`src/rtl/aes_round_sequencer.sv`:
```
// -----------------------------------------------------------------------------
// aes_round_sequencer
//   Control FSM for the 32-bit GF(2^4) AES round datapath. Takes one 128-bit
//   block as four 32-bit words and runs the initial AddRoundKey (INPUT phase).
//   It then runs NR-1 full rounds (ROUND) and the final round (LAST), and
//   streams the four result words out (DONE). Each phase is four word cycles.
//
// Ports
//   clk, rst_n     clock, asynchronous active-low reset
//   start          begin a block (sampled only in IDLE)
//   mode_in        1 = encrypt, 0 = decrypt; latched on accepted start
//   abort          synchronous cancel from any state
//   in_valid       input word present on the datapath input bus
//   in_ready       high throughout the INPUT phase
//   key_valid      requested round-key word is stable
//   key_round      round-key index requested from the key schedule
//   key_word       word of that round key (= count_cycle)
//   count_cycle    word position within the current phase
//   mode           latched mode to the datapath
//   input_round    datapath phase strobe
//   last_round     datapath phase strobe
//   done_round     datapath phase strobe
//   idle_round     datapath phase strobe; 1 = datapath register holds
//   out_valid      result word valid (= done_round)
//   busy           high in every state except IDLE
//   done           one-cycle pulse after the fourth output word
// -----------------------------------------------------------------------------
module aes_round_sequencer #(
  parameter int NR     = 10,
  parameter int KIDX_W = 4
) (
  input  logic              clk,
  input  logic              rst_n,
  input  logic              start,
  input  logic              mode_in,
  input  logic              abort,
  input  logic              in_valid,
  output logic              in_ready,
  input  logic              key_valid,
  output logic [KIDX_W-1:0] key_round,
  output logic [1:0]        key_word,
  output logic [1:0]        count_cycle,
  output logic              mode,
  output logic              input_round,
  output logic              last_round,
  output logic              done_round,
  output logic              idle_round,
  output logic              out_valid,
  output logic              busy,
  output logic              done
);

  typedef enum logic [2:0] {
    S_IDLE  = 3'd0,
    S_INPUT = 3'd1,
    S_ROUND = 3'd2,
    S_LAST  = 3'd3,
    S_DONE  = 3'd4
  } state_t;

  state_t              r_state, w_state_nxt;
  logic [KIDX_W-1:0]   r_round, w_round_nxt;
  logic [1:0]          r_cc, w_cc_nxt;
  logic                r_mode, w_mode_nxt;
  logic                w_done_nxt;
  logic                w_active;
  logic                w_stall;

  logic                r_in_ready;
  logic                r_input_round;
  logic                r_last_round;
  logic                r_done_round;
  logic                r_busy;
  logic                r_done;
  logic                r_idle_base;
  logic [KIDX_W-1:0]   r_key_round;

  // Encrypt walks the key schedule forwards, decrypt walks it backwards.
  // IDLE and DONE do not consume keys, so the index is parked at 0.
  function automatic logic [KIDX_W-1:0] key_idx(input state_t st,
                                                input logic [KIDX_W-1:0] rnd,
                                                input logic md);
    logic [KIDX_W-1:0] k;
    k = '0;
    if (st == S_INPUT || st == S_ROUND || st == S_LAST)
      k = md ? rnd : (KIDX_W'(NR) - rnd);
    return k;
  endfunction

  assign w_active = (r_state == S_INPUT) || (r_state == S_ROUND) || (r_state == S_LAST);
  // Either a missing key word or (in INPUT) a missing data word freezes the
  // phase for this cycle.
  assign w_stall  = w_active && (!key_valid || ((r_state == S_INPUT) && !in_valid));

  always_comb begin
    w_state_nxt = r_state;
    w_round_nxt = r_round;
    w_cc_nxt    = r_cc;
    w_mode_nxt  = r_mode;
    w_done_nxt  = 1'b0;
    if (abort) begin
      w_state_nxt = S_IDLE;
      w_round_nxt = '0;
      w_cc_nxt    = '0;
      w_mode_nxt  = 1'b0;
    end else begin
      unique case (r_state)
        S_IDLE: begin
          w_round_nxt = '0;
          w_cc_nxt    = '0;
          if (start) begin
            w_state_nxt = S_INPUT;
            w_mode_nxt  = mode_in;
          end
        end
        S_INPUT: begin
          if (!w_stall) begin
            w_cc_nxt = r_cc + 2'd1;
            if (r_cc == 2'd3) begin
              w_state_nxt = S_ROUND;
              w_round_nxt = KIDX_W'(1);
            end
          end
        end
        S_ROUND: begin
          if (!w_stall) begin
            w_cc_nxt = r_cc + 2'd1;
            if (r_cc == 2'd3) begin
              w_round_nxt = r_round + KIDX_W'(1);
              if (r_round == KIDX_W'(NR - 1))
                w_state_nxt = S_LAST;
            end
          end
        end
        S_LAST: begin
          if (!w_stall) begin
            w_cc_nxt = r_cc + 2'd1;
            if (r_cc == 2'd3) begin
              w_state_nxt = S_DONE;
              w_round_nxt = '0;
            end
          end
        end
        S_DONE: begin
          // No backpressure on the output side: one word per cycle.
          w_cc_nxt = r_cc + 2'd1;
          if (r_cc == 2'd3) begin
            w_state_nxt = S_IDLE;
            w_mode_nxt  = 1'b0;
            w_done_nxt  = 1'b1;
          end
        end
        default: begin
          w_state_nxt = S_IDLE;
          w_round_nxt = '0;
          w_cc_nxt    = '0;
          w_mode_nxt  = 1'b0;
        end
      endcase
    end
  end

  // Outputs are registered from the next-state values so they line up with
  // the state they describe.
  always_ff @(posedge clk or negedge rst_n) begin
    if (!rst_n) begin
      r_state       <= S_IDLE;
      r_round       <= '0;
      r_cc          <= '0;
      r_mode        <= 1'b0;
      r_in_ready    <= 1'b0;
      r_input_round <= 1'b0;
      r_last_round  <= 1'b0;
      r_done_round  <= 1'b0;
      r_busy        <= 1'b0;
      r_done        <= 1'b0;
      r_idle_base   <= 1'b1;
      r_key_round   <= '0;
    end else begin
      r_state       <= w_state_nxt;
      r_round       <= w_round_nxt;
      r_cc          <= w_cc_nxt;
      r_mode        <= w_mode_nxt;
      r_in_ready    <= (w_state_nxt == S_INPUT);
      r_input_round <= (w_state_nxt == S_INPUT);
      r_last_round  <= (w_state_nxt == S_LAST);
      r_done_round  <= (w_state_nxt == S_DONE);
      r_busy        <= (w_state_nxt != S_IDLE);
      r_done        <= w_done_nxt;
      r_idle_base   <= (w_state_nxt == S_IDLE);
      r_key_round   <= key_idx(w_state_nxt, w_round_nxt, w_mode_nxt);
    end
  end

  assign in_ready    = r_in_ready;
  assign key_round   = r_key_round;
  assign key_word    = r_cc;
  assign count_cycle = r_cc;
  assign mode        = r_mode;
  assign input_round = r_input_round;
  assign last_round  = r_last_round;
  assign done_round  = r_done_round;
  assign out_valid   = r_done_round;
  assign busy        = r_busy;
  assign done        = r_done;
  // A stall must hold the datapath in the very cycle the word or key is
  // missing, so the stall term is OR-ed onto the registered idle strobe.
  assign idle_round  = r_idle_base | w_stall;

endmodule

```
`config.mk`:
```
export PLATFORM = sky130hd
export DESIGN_NAME = aes_round_sequencer
export DESIGN_NICKNAME = d
export VERILOG_FILES = /design/src/rtl/aes_round_sequencer.sv
export SDC_FILE = /design/constraint.sdc
export NUM_CORES = 1
export LEC_CHECK = 0
export ABC_AREA = 1
export CORE_UTILIZATION = 56
export CTS_BUF_LIST = sky130_fd_sc_hd__clkbuf_8
export DETAILED_ROUTE_END_ITERATION = 7
export MAX_ROUTING_LAYER = met4
export PLACE_DENSITY_LB_ADDON = 0.3
export SYNTH_ARGS = -nofsm -noshare
export SYNTH_HDL_FRONTEND = slang
export SYNTH_SLANG_ARGS = --single-unit
```
`constraint.sdc`:
```
create_clock -name clk -period 3.3 [get_ports clk]
set_input_delay 0.33 -clock clk [delete_from_list [all_inputs] [get_ports clk]]
set_output_delay 0.33 -clock clk [all_outputs]
set_load 0.01 [all_outputs]
```
==> impl_metrics.yaml <==
outcome:
  status: "finished, final reports clean"
grt:
  grt_max_degree: 21
  grt_first_pass_wirelength_mm: 4.25
  antenna_found_initial: 0
  grt_use_total: 0.248
  gr-total-overflow: 0
  grt_pass1_vias: 953
timing:
  final-setup-viol-count: 0
  finalMaxSlewViolations: 0
  setup_tns_ps: 0
  timing.final.crit_share: 0.684
  max_slew_margin: 0.395
  tightestPinTransition_ps: 905
  rsz0062_at_grt: "no"
  hold_viol_final: 0
  timing.fmax_mhz: 443
  layout_min_cycle_time_ps: 2260
  skew_ps: 5.93
detailed_routing:
  wire_per_inst_um: 12.9
  ant_nets: 0
  dr_total_vias: 1024
  first_iter_violations: 16
  firstDrtPassIters: 4
  routed_wl_mm: 2.57
  route.detailed.drc: 0
  viasPerCell: 5.15
synth:
  synth_flop_cell: "dfrtp_1"
  synth_cell_types: 26
  syn_nets: 162
  seq_area_frac_synth: 0.413
  async_flop_share: 1.00
  ys_seq_elements: 20
  synth_area_um2: 1210
  synth_edf_count: 0
  synth_cells: 149
  ys.warnings.count: 0
  avgSynthCellArea_um2: 8.15
die:
  die_x_um: 48.6
  initial_core_util: 0.607
  dieArea_um2: 2360
  fp.dieH_um: 48.6
  rows: 16
  core_um2: 2000
  num_io_pins: 24
finish:
  final_cells: 199
  final_common_cell: "nand2_1"
  diodes: 0
  drive_gt1_frac: 0.209
  fin_nets: 186
  fillers: 172
  final_cell_mix: "nand2_1 (27), clkdlybuf4s50_1 (23), inv_1 (22)"
  syn_to_final_growth_pct: 23.0
clocking:
  htree_levels: 1
  clockBufferDepth: 2
  cts_resized: 0
  cts_buffers: 3
  tritoncts: "built"
  clkLatencyLatePin_ps: 260
  ctsHoldBuffers: 0
  postCtsSetupBuffers: 0
  cts-root-buf: "clkbuf_8"
  cts_sinks: 20
  path_clk_slew_ps: 80
setup_path:
  crit_type: "flop to output pin"
  crit_arrival_ps: 1930
  cp_max_fo: 5
  crit_required_ps: 2970
  cp-start-kind: "flop"
  endpoint_kind: "output pin"
pwr:
  vdd_ir_drop_max_mv: 0.368
  p_leak_nw: 0.751
  power_density_nw_per_um2: 343
min_path:
  min_path_type: "primary input to async pin"
place:
  hpwlAfterDp_mm: 2.03
  gp_congestion: 0.915
  port_buffers: 23
  dpl.cell_count: 195
run:
  maxCapViolCount: 0
==> through the flow <==
step | total power [mW] | hold WS [ps] | area (um^2) | util | worst slack, ps
final | 0.512 | 577 | 1490 | 0.746 | 1040
after global routing | 0.534 | 642 | 1490 | 0.746 | 891
after CTS | 0.516 | 585 | 1490 | 0.746 | 1040
after detailed placement | 0.354 | 570 | 1450 | 0.724 | 1080
after global placement | 0.351 | 546 | 1450 | 0.724 | 1140
after floorplan | 0.314 | 34.4 | 1210 | - | 1320
==> power breakdown <==
group | internal (mW) | switching, mW | leakage [nW]
clock | 0.0829 | 0.0801 | 0.0269
sequential | 0.255 | 0.00519 | 0.270
combinational | 0.0384 | 0.0506 | 0.454
total | 0.376 | 0.136 | 0.751
==> cells in the mapped netlist, types with 2 or more instances <==
master | instances | area [um^2]
inv_2 | 8 | 30.0
nand3_1 | 14 | 70.1
nor2_2 | 5 | 31.3
o21ai_1 | 2 | 10.0
nand2_1 | 27 | 101
nor2_1 | 9 | 33.8
a21oi_2 | 2 | 17.5
dfrtp_1 | 19 | 475
buf_4 | 4 | 30.0
o21ai_2 | 2 | 17.5
nand3_2 | 2 | 20.0
inv_1 | 21 | 78.8
nand2_4 | 3 | 33.8
nand2_2 | 3 | 18.8
nor3_1 | 3 | 15.0
nor2_4 | 3 | 33.8
ha_1 | 6 | 75.1
a21oi_1 | 8 | 40.0
==> layer usage <==
layer / track usage / share of wire / wire (um)
met1: 0.299 / 0.44 / 1140
met4: 0.0735 / 0.0082 / 21
met2: 0.439 / 0.52 / 1330
met3: 0.0283 / 0.030 / 77
met5: - / 0 / 0
==> kinds of logic after synthesis <==
logic type,synth area share
DFF,0.413
adders and majority gates,0.0618
AOI/OAI and AO/OA,0.0875
buffers and inverters,0.114
and+or+nand+nor,0.323
==> final cells by class <==
type	count	area (um^2)	share of cell area
Clock buffer	3	41.3	0.0276
Clock inverter	1	3.75	0.00251
Inverter	29	109	0.0729
Multi-Input combinational cell	96	574	0.384
Sequential cell	20	502	0.336
Tap cell	27	33.8	0.0226
Timing Repair Buffer	23	230	0.154
==> critical path: stages (launching register included) <==
cell and delay (ps):
dfrtp_1 430, nor2_1 100, nor2_2 170, inv_1 110, a21oi_2 200, or2_2 140
clkdlybuf4s50_1 520
==> final timing paths <==
kind	from	to	slack, ps	cells after the start
hold reg to reg	count_cycle[1]$_DFFE_PN0P_	count_cycle[1]$_DFFE_PN0P_	580	2
setup / recovery	r_state[1]$_DFF_PN0_	idle_round	1040	6
setup reg to reg	count_cycle[1]$_DFFE_PN0P_	key_round[1]$_DFF_PN0_	1090	13
hold / removal	rst_n	r_round[3]$_DFF_PN0_	580	1
min in group clk	count_cycle[1]$_DFFE_PN0P_	count_cycle[1]$_DFFE_PN0P_	580	2
max in group asynchronous	rst_n	count_cycle[1]$_DFFE_PN0P_	2170	1
==> state kept, by name (all words and copies together) (netlist names), 2 cells and up <==
| register | flops |
|---|---|
| key_round | 4 |
| r_state | 3 |
| r_round | 4 |
| count_cycle | 2 |
No activity file was read; power rests on OpenSTA's default activity.
